===== config.mk =====
export PLATFORM = sky130hd
export DESIGN_NAME = painel_scroll_driver
export DESIGN_NICKNAME = d
export VERILOG_FILES = /design/src/rtl/painel_scroll_driver.sv
export SDC_FILE = /design/constraint.sdc
export NUM_CORES = 1
export LEC_CHECK = 0
export ABC_AREA = 1
export BUFFER_PORTS_ARGS = -buffer_cell sky130_fd_sc_hd__clkbuf_2
export CORE_ASPECT_RATIO = 1.75
export CORE_MARGIN = 4
export CORE_UTILIZATION = 59
export CTS_CLUSTER_SIZE = 25
export DETAILED_ROUTE_END_ITERATION = 16
export PLACE_DENSITY = 0.76
export SYNTH_ARGS = -nofsm -noshare
export SYNTH_HDL_FRONTEND = slang
export SYNTH_SLANG_ARGS = --single-unit

===== constraint.sdc =====
create_clock -name clk -period 10.3 [get_ports clk]
set_clock_uncertainty 0.2 [all_clocks]
set_input_delay 2.06 -clock clk [delete_from_list [all_inputs] [get_ports clk]]
set_output_delay 2.06 -clock clk [all_outputs]
set_load 0.02 [all_outputs]

===== src/rtl/painel_scroll_driver.sv =====
// painel_scroll_driver: scrolls a message from a writable character buffer
// across a 4-digit multiplexed 7-segment panel. The divider's scan and scroll
// square waves are sampled as data, synchronized and edge-detected into
// single-cycle enables within the system clock domain.
module painel_scroll_driver #(
  parameter int MSG_DEPTH = 16,
  parameter int ADDR_W    = 4
) (
  input  logic              clk,
  input  logic              rst_n,
  input  logic              div_scan,
  input  logic              div_scroll,
  input  logic              wr_en,
  input  logic [ADDR_W-1:0] wr_addr,
  input  logic [4:0]        wr_data,
  input  logic              len_we,
  input  logic [ADDR_W:0]   len_data,
  input  logic              start,
  input  logic              stop,
  input  logic              pause,
  input  logic              dir,
  output logic [6:0]        seg,
  output logic [3:0]        an,
  output logic              running,
  output logic [ADDR_W-1:0] pos
);

  typedef enum logic [1:0] {IDLE, RUN, PAUSE} state_t;

  localparam logic [ADDR_W:0] DEPTH_L = (ADDR_W+1)'(MSG_DEPTH);

  state_t            state_q;
  logic [1:0]        dig_q;
  logic [ADDR_W:0]   len_q;
  logic [4:0]        msg_buf [MSG_DEPTH];

  logic [2:0]        scan_sync;
  logic [2:0]        scroll_sync;
  logic              scan_p;
  logic              scroll_p;

  logic [ADDR_W:0]   len_new;
  logic [ADDR_W:0]   len_eff;
  logic [ADDR_W-1:0] pos_base;
  logic [ADDR_W:0]   pos_inc;
  logic [ADDR_W-1:0] pos_fwd;
  logic [ADDR_W-1:0] pos_bwd;
  logic [1:0]        dig_nxt;
  logic [ADDR_W-1:0] disp_pos;
  logic [ADDR_W+1:0] disp_sum;
  logic [ADDR_W-1:0] disp_idx;
  logic [3:0]        an_nxt;
  logic [6:0]        seg_nxt;

  // Character code to active-low segment pattern {g,f,e,d,c,b,a}
  function automatic logic [6:0] decode(input logic [4:0] c);
    logic [6:0] s;
    case (c)
      5'd0:    s = 7'h40;
      5'd1:    s = 7'h79;
      5'd2:    s = 7'h24;
      5'd3:    s = 7'h30;
      5'd4:    s = 7'h19;
      5'd5:    s = 7'h12;
      5'd6:    s = 7'h02;
      5'd7:    s = 7'h78;
      5'd8:    s = 7'h00;
      5'd9:    s = 7'h10;
      5'd10:   s = 7'h08;
      5'd11:   s = 7'h03;
      5'd12:   s = 7'h46;
      5'd13:   s = 7'h21;
      5'd14:   s = 7'h06;
      5'd15:   s = 7'h0E;
      5'd17:   s = 7'h3F;
      default: s = 7'h7F;
    endcase
    return s;
  endfunction

  // Two-stage synchronizers plus one history stage for edge detection
  always_ff @(posedge clk or negedge rst_n) begin
    if (!rst_n) begin
      scan_sync   <= '0;
      scroll_sync <= '0;
    end else begin
      scan_sync   <= {scan_sync[1:0], div_scan};
      scroll_sync <= {scroll_sync[1:0], div_scroll};
    end
  end

  assign scan_p   = scan_sync[1] & ~scan_sync[2];
  assign scroll_p = scroll_sync[1] & ~scroll_sync[2];

  // Character buffer: writes land in any state, reset fills with blanks
  always_ff @(posedge clk or negedge rst_n) begin
    if (!rst_n) begin
      for (int unsigned i = 0; i < MSG_DEPTH; i++) msg_buf[i] <= 5'd16;
    end else if (wr_en) begin
      msg_buf[wr_addr] <= wr_data;
    end
  end

  // Effective length this cycle and the position arithmetic derived from it;
  // a same-cycle length write is applied before any wrap so the step uses it
  always_comb begin
    len_new  = (len_data > DEPTH_L) ? DEPTH_L : len_data;
    len_eff  = len_we ? len_new : len_q;
    pos_base = ({1'b0, pos} >= len_eff) ? '0 : pos;
    pos_inc  = {1'b0, pos_base} + (ADDR_W+1)'(1);
    pos_fwd  = (pos_inc >= len_eff) ? '0 : ADDR_W'(pos_inc);
    pos_bwd  = (pos_base == '0) ? ADDR_W'(len_eff - (ADDR_W+1)'(1))
                                : pos_base - ADDR_W'(1);
  end

  // Next digit and its display content; (pos+digit) mod len needs at most
  // three subtractions because pos < len and digit <= 3
  always_comb begin
    dig_nxt  = scan_p ? dig_q + 2'd1 : dig_q;
    disp_pos = (state_q == IDLE) ? '0 : pos_base;
    disp_sum = (ADDR_W+2)'(disp_pos) + (ADDR_W+2)'(dig_nxt);
    for (int unsigned i = 0; i < 3; i++) begin
      if (len_eff != '0 && disp_sum >= (ADDR_W+2)'(len_eff))
        disp_sum = disp_sum - (ADDR_W+2)'(len_eff);
    end
    disp_idx = ADDR_W'(disp_sum);
    an_nxt   = ~(4'b0001 << dig_nxt);
    seg_nxt  = decode(msg_buf[disp_idx]);
  end

  // Control FSM with registered display outputs, position and length
  always_ff @(posedge clk or negedge rst_n) begin
    if (!rst_n) begin
      state_q <= IDLE;
      pos     <= '0;
      dig_q   <= '0;
      len_q   <= '0;
      an      <= 4'hF;
      seg     <= 7'h7F;
      running <= 1'b0;
    end else begin
      dig_q <= dig_nxt;
      if (len_we) len_q <= len_new;
      case (state_q)
        IDLE: begin
          pos     <= pos_base;
          an      <= 4'hF;
          seg     <= 7'h7F;
          running <= 1'b0;
          if (start && !stop && len_eff != '0) begin
            state_q <= RUN;
            pos     <= '0;
            running <= 1'b1;
            an      <= an_nxt;
            seg     <= seg_nxt;
          end
        end
        RUN, PAUSE: begin
          pos <= pos_base;
          if (stop || (len_we && len_new == '0)) begin
            state_q <= IDLE;
            running <= 1'b0;
            an      <= 4'hF;
            seg     <= 7'h7F;
          end else begin
            if (scan_p) begin
              an  <= an_nxt;
              seg <= seg_nxt;
            end
            if (state_q == RUN) begin
              if (pause)         state_q <= PAUSE;
              else if (scroll_p) pos     <= dir ? pos_bwd : pos_fwd;
            end else if (!pause) begin
              state_q <= RUN;
            end
          end
        end
        default: state_q <= IDLE;
      endcase
    end
  end

endmodule


# Yosys cells after proc, flatten, opt, wreduce, memory -nomap -nowiden
# Memory sizes are Yosys's and may differ from the RTL's.
# Index checks and enable logic that the tools add are counted.
# op_classes
n_addsub	8
mul	0
n_div	0
magnitude_cmp	9
eq_ne	7
shifts	1
n_mux	40
bitwise_logic	7
reduce_logical	18
# op_table
op	n
$bwmux 80	1
$mux 4	14
$mux 5	5
$mux 7	3
$bmux 5 s4	1
$demux 5 s4	1
$pmux 4 s2	2
$pmux 7 s2	1
$ge 6x5->1	2
$mux 2	6
$mux 6	2
$ge 5x5->1	2
$ge 5x5->1 const B	2
$not 4->5	2
$ne 4x4->1 const B	2
$sub 4x1->4 const B	2
$logic_and 1x1->1	7
$sub 5x5->6	1
$sub 6x5->6	1
$add 4x1->5 const B	1
$add 4x2->5	1
$ge 4x5->1	1
$gt 5x5->1 const B	1
$logic_not 5->1	1
other kinds (24)	28
# word_totals
regBits	111
latch_bits	0
ramBits	0
rom_bits	224
inputBits	24
memories	1
# mem_list
memory	depth	word_bits	read_ports	rd_ports_with_merged_regs	write_ports	line_no	text
(name not given)	32	7	1	0	0	58	case (c)

# Logic depth before layout (Yosys ltp)
# An unclocked memory read counts as a cell.
# depth
ltp_word	24
ltp_mapped	73

# Worst setup path before layout
# OpenSTA, ideal clock, no wires.
# synth_path
path_type	input port to flip-flop
start	input port len_we
end	register seg[6]
setup_time_ps	67
arrival_time_ps	9630
path_slack_ps	403
stages	70
path_buffers	3
cell_sequence	buf_6 nand2_4 o22ai_4 inv_1 ha_1 nand2_1 nand3_1 nand2_1 inv_2 a21oi_2 inv_1 nor2_1 inv_1 nor2_1 ha_1 inv_1 fa_1 inv_1 (+34 left out) nand2_4 nand2_4 buf_6 buf_6 nand2_1 nand3_1 nand3_1 nand3_1 nand2_1 inv_2 ha_1 inv_1 nor2_4 nand2_1 nand2_1 nand2_1 nor2_1 nor2_1
# synth_between
elab_chain_cells	22
elab_cells_between_ends	32
classes_between	add/sub (4); order compare (4); eq/ne (1); mux (13); bitwise (1); reduce/logical (8); memory (1)
# synth_rtl
element	line_no	text
start: declaration	16	input logic len_we,
$mux 5 (*)	108	len_eff = len_we ? len_new : len_q;
via len_eff[1]	43	logic [ADDR_W:0] len_eff;
$ge 4x5->1	109	pos_base = ({1'b0, pos} >= len_eff) ? '0 : pos;
$mux 4	109	
$mux 4	120	disp_pos = (state_q == IDLE) ? '0 : pos_base;
$add 4x2->5	121	disp_sum = (ADDR_W+2)'(disp_pos) + (ADDR_W+2)'(dig_nxt);
$ge 5x5->1	123	if (len_eff != '0 && disp_sum >= (ADDR_W+2)'(len_eff))
$logic_and 1x1->1	123	
(+6 left out)	n/a	
$mux 4	123	
$not 4->5 (implied by the code)	128	seg_nxt = decode(msg_buf[disp_idx]);
$bmux 5 s4	128	
$mux 5 (implied by the code) (2 in series)	128	
$mem_v2 32x7	n/a	
$mux 7	166	if (scan_p) begin
$mux 7	160	if (stop || (len_we && len_new == '0)) begin
$pmux 7 s2 (*)	144	case (state_q)
end signal: assignment	155	seg <= seg_nxt;
end signal: assignment	168	seg <= seg_nxt;
end: declaration	22	output logic [6:0] seg,
# Mark *: on every way through the listed nets, which the timed path passes. The rest lies on a longest branch. The select of a mux whose other input is x is not followed.
# A chain may end at the register's enable or synchronous reset.

# Worst setup path in the final report
# layout_path
start	input port len_data[4]
end	register seg[0]
# layout_between
elab_chain_cells	24
elab_cells_between_ends	35
classes_between	add/sub (4); order compare (5); eq/ne (1); mux (14); bitwise (1); reduce/logical (9); memory (1)
# layout_rtl
element	line_no	text
start: declaration	17	input logic [ADDR_W:0] len_data,
$gt 5x5->1 (*)	107	len_new = (len_data > DEPTH_L) ? DEPTH_L : len_data;
$mux 5 (*)	107	
$mux 5 (*)	108	
via len_eff[0]	43	
$ge 4x5->1	109	
$mux 4	109	
$mux 4	120	
$add 4x2->5	121	
(+8 left out)	n/a	
$mux 4	123	
$not 4->5 (implied by the code)	128	
$bmux 5 s4	128	
$mux 5 (implied by the code) (2 in series)	128	
$mem_v2 32x7	n/a	
$mux 7	166	
$mux 7	160	
$pmux 7 s2 (*)	144	
# Marked as above.

==> metrics.cfg <==
[outcome]
outcome = completed

[setup_path]
r2r_start = pos[0]
path_depth = 67
crit_arrival_ns = 9.91
r2r_cells = 62
crit_end = seg[0]
endpoint_kind = flip-flop
critPathKind = input port to flip-flop
critPathLaunch = len_data[4]
critPathTopFamily = simple AND/OR/NAND/NOR gates
regToRegEndpoint = seg[0]
critPathBufInv = 14
r2r_setup_slack_ns = 2.03
cp-start-kind = input port
cp_common_cell = nand2_1
cp_max_fo = 20
cpMaxStageDelayCell = fa_1
crit_path_max_incr_delay_ns = 0.38
crit_required_ns = 10.39

[floorplan]
fp.dieW_um = 90.64
io_pins = 40
die_area_mm2 = 0.01383
initial_core_util = 0.6055
rows = 52
die_height_um = 152.6
coreArea_mm2 = 0.01165

[grt]
grt.overflow.total = 0
grt_pass1_vias = 6067
antenna_found_initial = 0
grt_max_degree = 61
grt_pass1_wl_mm = 28.91
grt_usage = 0.2596

[detailed_routing]
drc_errors = 0
dr.pass1.iters = 5
vias = 6395
wire_per_inst_um = 15.80
via_per_inst = 5.585
drt-total-wl_mm = 18.09
drt_iter0_drc = 242
postRouteAntennaNets = 0

[placed_design]
gp_congestion = 0.9838
io_buffer_count = 39
place_hpwl_mm = 13.09

[logic_synthesis]
synth_enable_flop_cells = 0
synth_top_family_by_area = simple AND/OR/NAND/NOR gates
syn-mean-instance-area_um2 = 7.431
synth_flop_cell = dfrtp_1
yosys_warnings = 0
synthSimpleGateAreaFrac = 0.2754
synth_seq_area_share = 0.3987
yosysUniqueCellTypes = 45
async_flop_share = 1.000
synth_cells = 949
synth-xor-area-share = 0.01242
synth-adder-area-share = 0.07700
synth.mux.area_fraction = 0.001419
synth_compound_area_frac = 0.1297
synthesis.area_mm2 = 0.007052
ys_seq_elements = 111
syn-num-nets = 1014

[timing]
setup_viol = 0
fmax_ghz = 0.1019
layout_min_cycle_time_ns = 9.817
slew_viol_final = 0
post-route-period-util = 0.9531
relSlewSlack = 0.4932
hold_violations = 0
fin_hold_ws_ns = 0.1514
final.setup.tns_ns = 0
worst_slew_pin_slew_ns = 0.7602

[cells_and_area]
drive_gt1_frac = 0.1733
area.growth.synth_to_final_pct = 13.06
postLayoutCoreUtil = 0.6846
n_fill_cell = 990
antenna_cells = 0
nets = 1070

[clocking]
worstSkewPairLatency_ns = 0.35
cts_tree = done
cts-htree-levels = 3
cts_made_buffers = 9
clkSinkCount = 111
cts.clk_slew.worst_paths_ns = 0.08
root_buffer = clkbuf_16
postCtsHoldBufs = 0
clk_path_buf_depth = 2

[run]
drv_cap = 0

[hold_path]
hp-class = flip-flop to flip-flop

## per-stage QoR
| step | cells | setup WS (ns) | cell area (um2) |
|---|---|---|---|
| floorplan | 949 | 0.4031 | 7052 |
| CTS | 1133 | 0.1542 | 7737 |
| global route | 1145 | -0.09704 | 7973 |
| global placement | 1117 | -0.02973 | 7425 |
| detailed placement | 1117 | -0.1892 | 7425 |
| finish | 1145 | 0.4826 | 7973 |
## layer usage
metal / GRT usage / vias up / share of wire
li1: - / 3156 / -
met1: 0.2798 / 2915 / 0.37
met2: 0.4648 / 246 / 0.53
met3: 0.03261 / 78 / 0.044
met4: 0.1782 / 0 / 0.063
met5: 0 / - / 0
## cells by family after synthesis
family,after synthesis
compound gates,159
flops,111
buf+inv,184
xor+xnor,10
mux,1
fa+ha+maj,41
simple gates,443
## area by class of cell
type	instances	area [um2]	area share
Clock buffer	10	229.0	0.02872
Clock inverter	6	83.83	0.01051
Inverter	163	616.8	0.07737
Multi-Input combinational cell	656	3650	0.4578
Sequential cell	111	2811	0.3526
Tap cell	135	168.9	0.02119
Timing Repair Buffer	64	412.9	0.05179
## timing repair
| action | in CTS | in global routing |
|---|---|---|
| gates resized for setup | 0 | 36 |
| endpoints found under the setup margin | 0 | 7 |
| buffers inserted | 0 | 10 |
## sequential cells by signal, indices dropped and copies added (netlist names)
| name | cells |
|---|---|
| msg_buf | 80 |
| seg | 7 |
| len_q | 5 |
| an | 4 |
| pos | 4 |
| scan_sync | 3 |
| scroll_sync | 3 |
| dig_q | 2 |
| state_q | 2 |
| running | 1 |
## synth_stat cells (8+ instances only)
cell type,instances,area [um2]
o211ai_1,13,97.59
nand2_1,264,991.0
o21ai_0,99,495.5
ha_1,37,462.9
dfstp_2,27,709.4
nor2_1,49,183.9
inv_1,149,559.3
dfrtp_1,84,2102
inv_2,14,52.55
a21oi_1,17,85.08
nand3_1,90,450.4
nand2_2,8,50.05
## how the worst min path moves through the flow
stage	start	slack, ns	depth (start not counted)	endpoint
after global placement	scroll_sync[0]	0.13	0	scroll_sync[1]
after global routing	scan_sync[0]	0.16	0	scan_sync[1]
after floorplan	scan_sync[0]	0.13	0	scan_sync[1]
after detailed placement	scroll_sync[0]	0.14	0	scroll_sync[1]
final	scroll_sync[0]	0.15	0	scroll_sync[1]
after CTS	scroll_sync[0]	0.15	0	scroll_sync[1]
## cell usage in the layout (no fill, tap or decap), drive strengths merged, types with 2 or more instances in the layout
cell type / instances
o21ai: 108
xor2: 6
xnor2: 4
nand3: 94
o211ai: 13
buf: 26
a22oi: 3
inv: 167
o32ai: 4
nor3: 6
or2: 3
nor2: 54
nand4: 4
o31ai: 2
o22ai: 2
ha: 37
clkbuf: 48
dfrtp: 84
a21oi: 19
dfstp: 27
nand2: 281
a31oi: 5
fa: 4
Power is left out: the tool's default activity adds up to more than one toggle a clock period on the data nets, which glitch-free logic cannot reach.
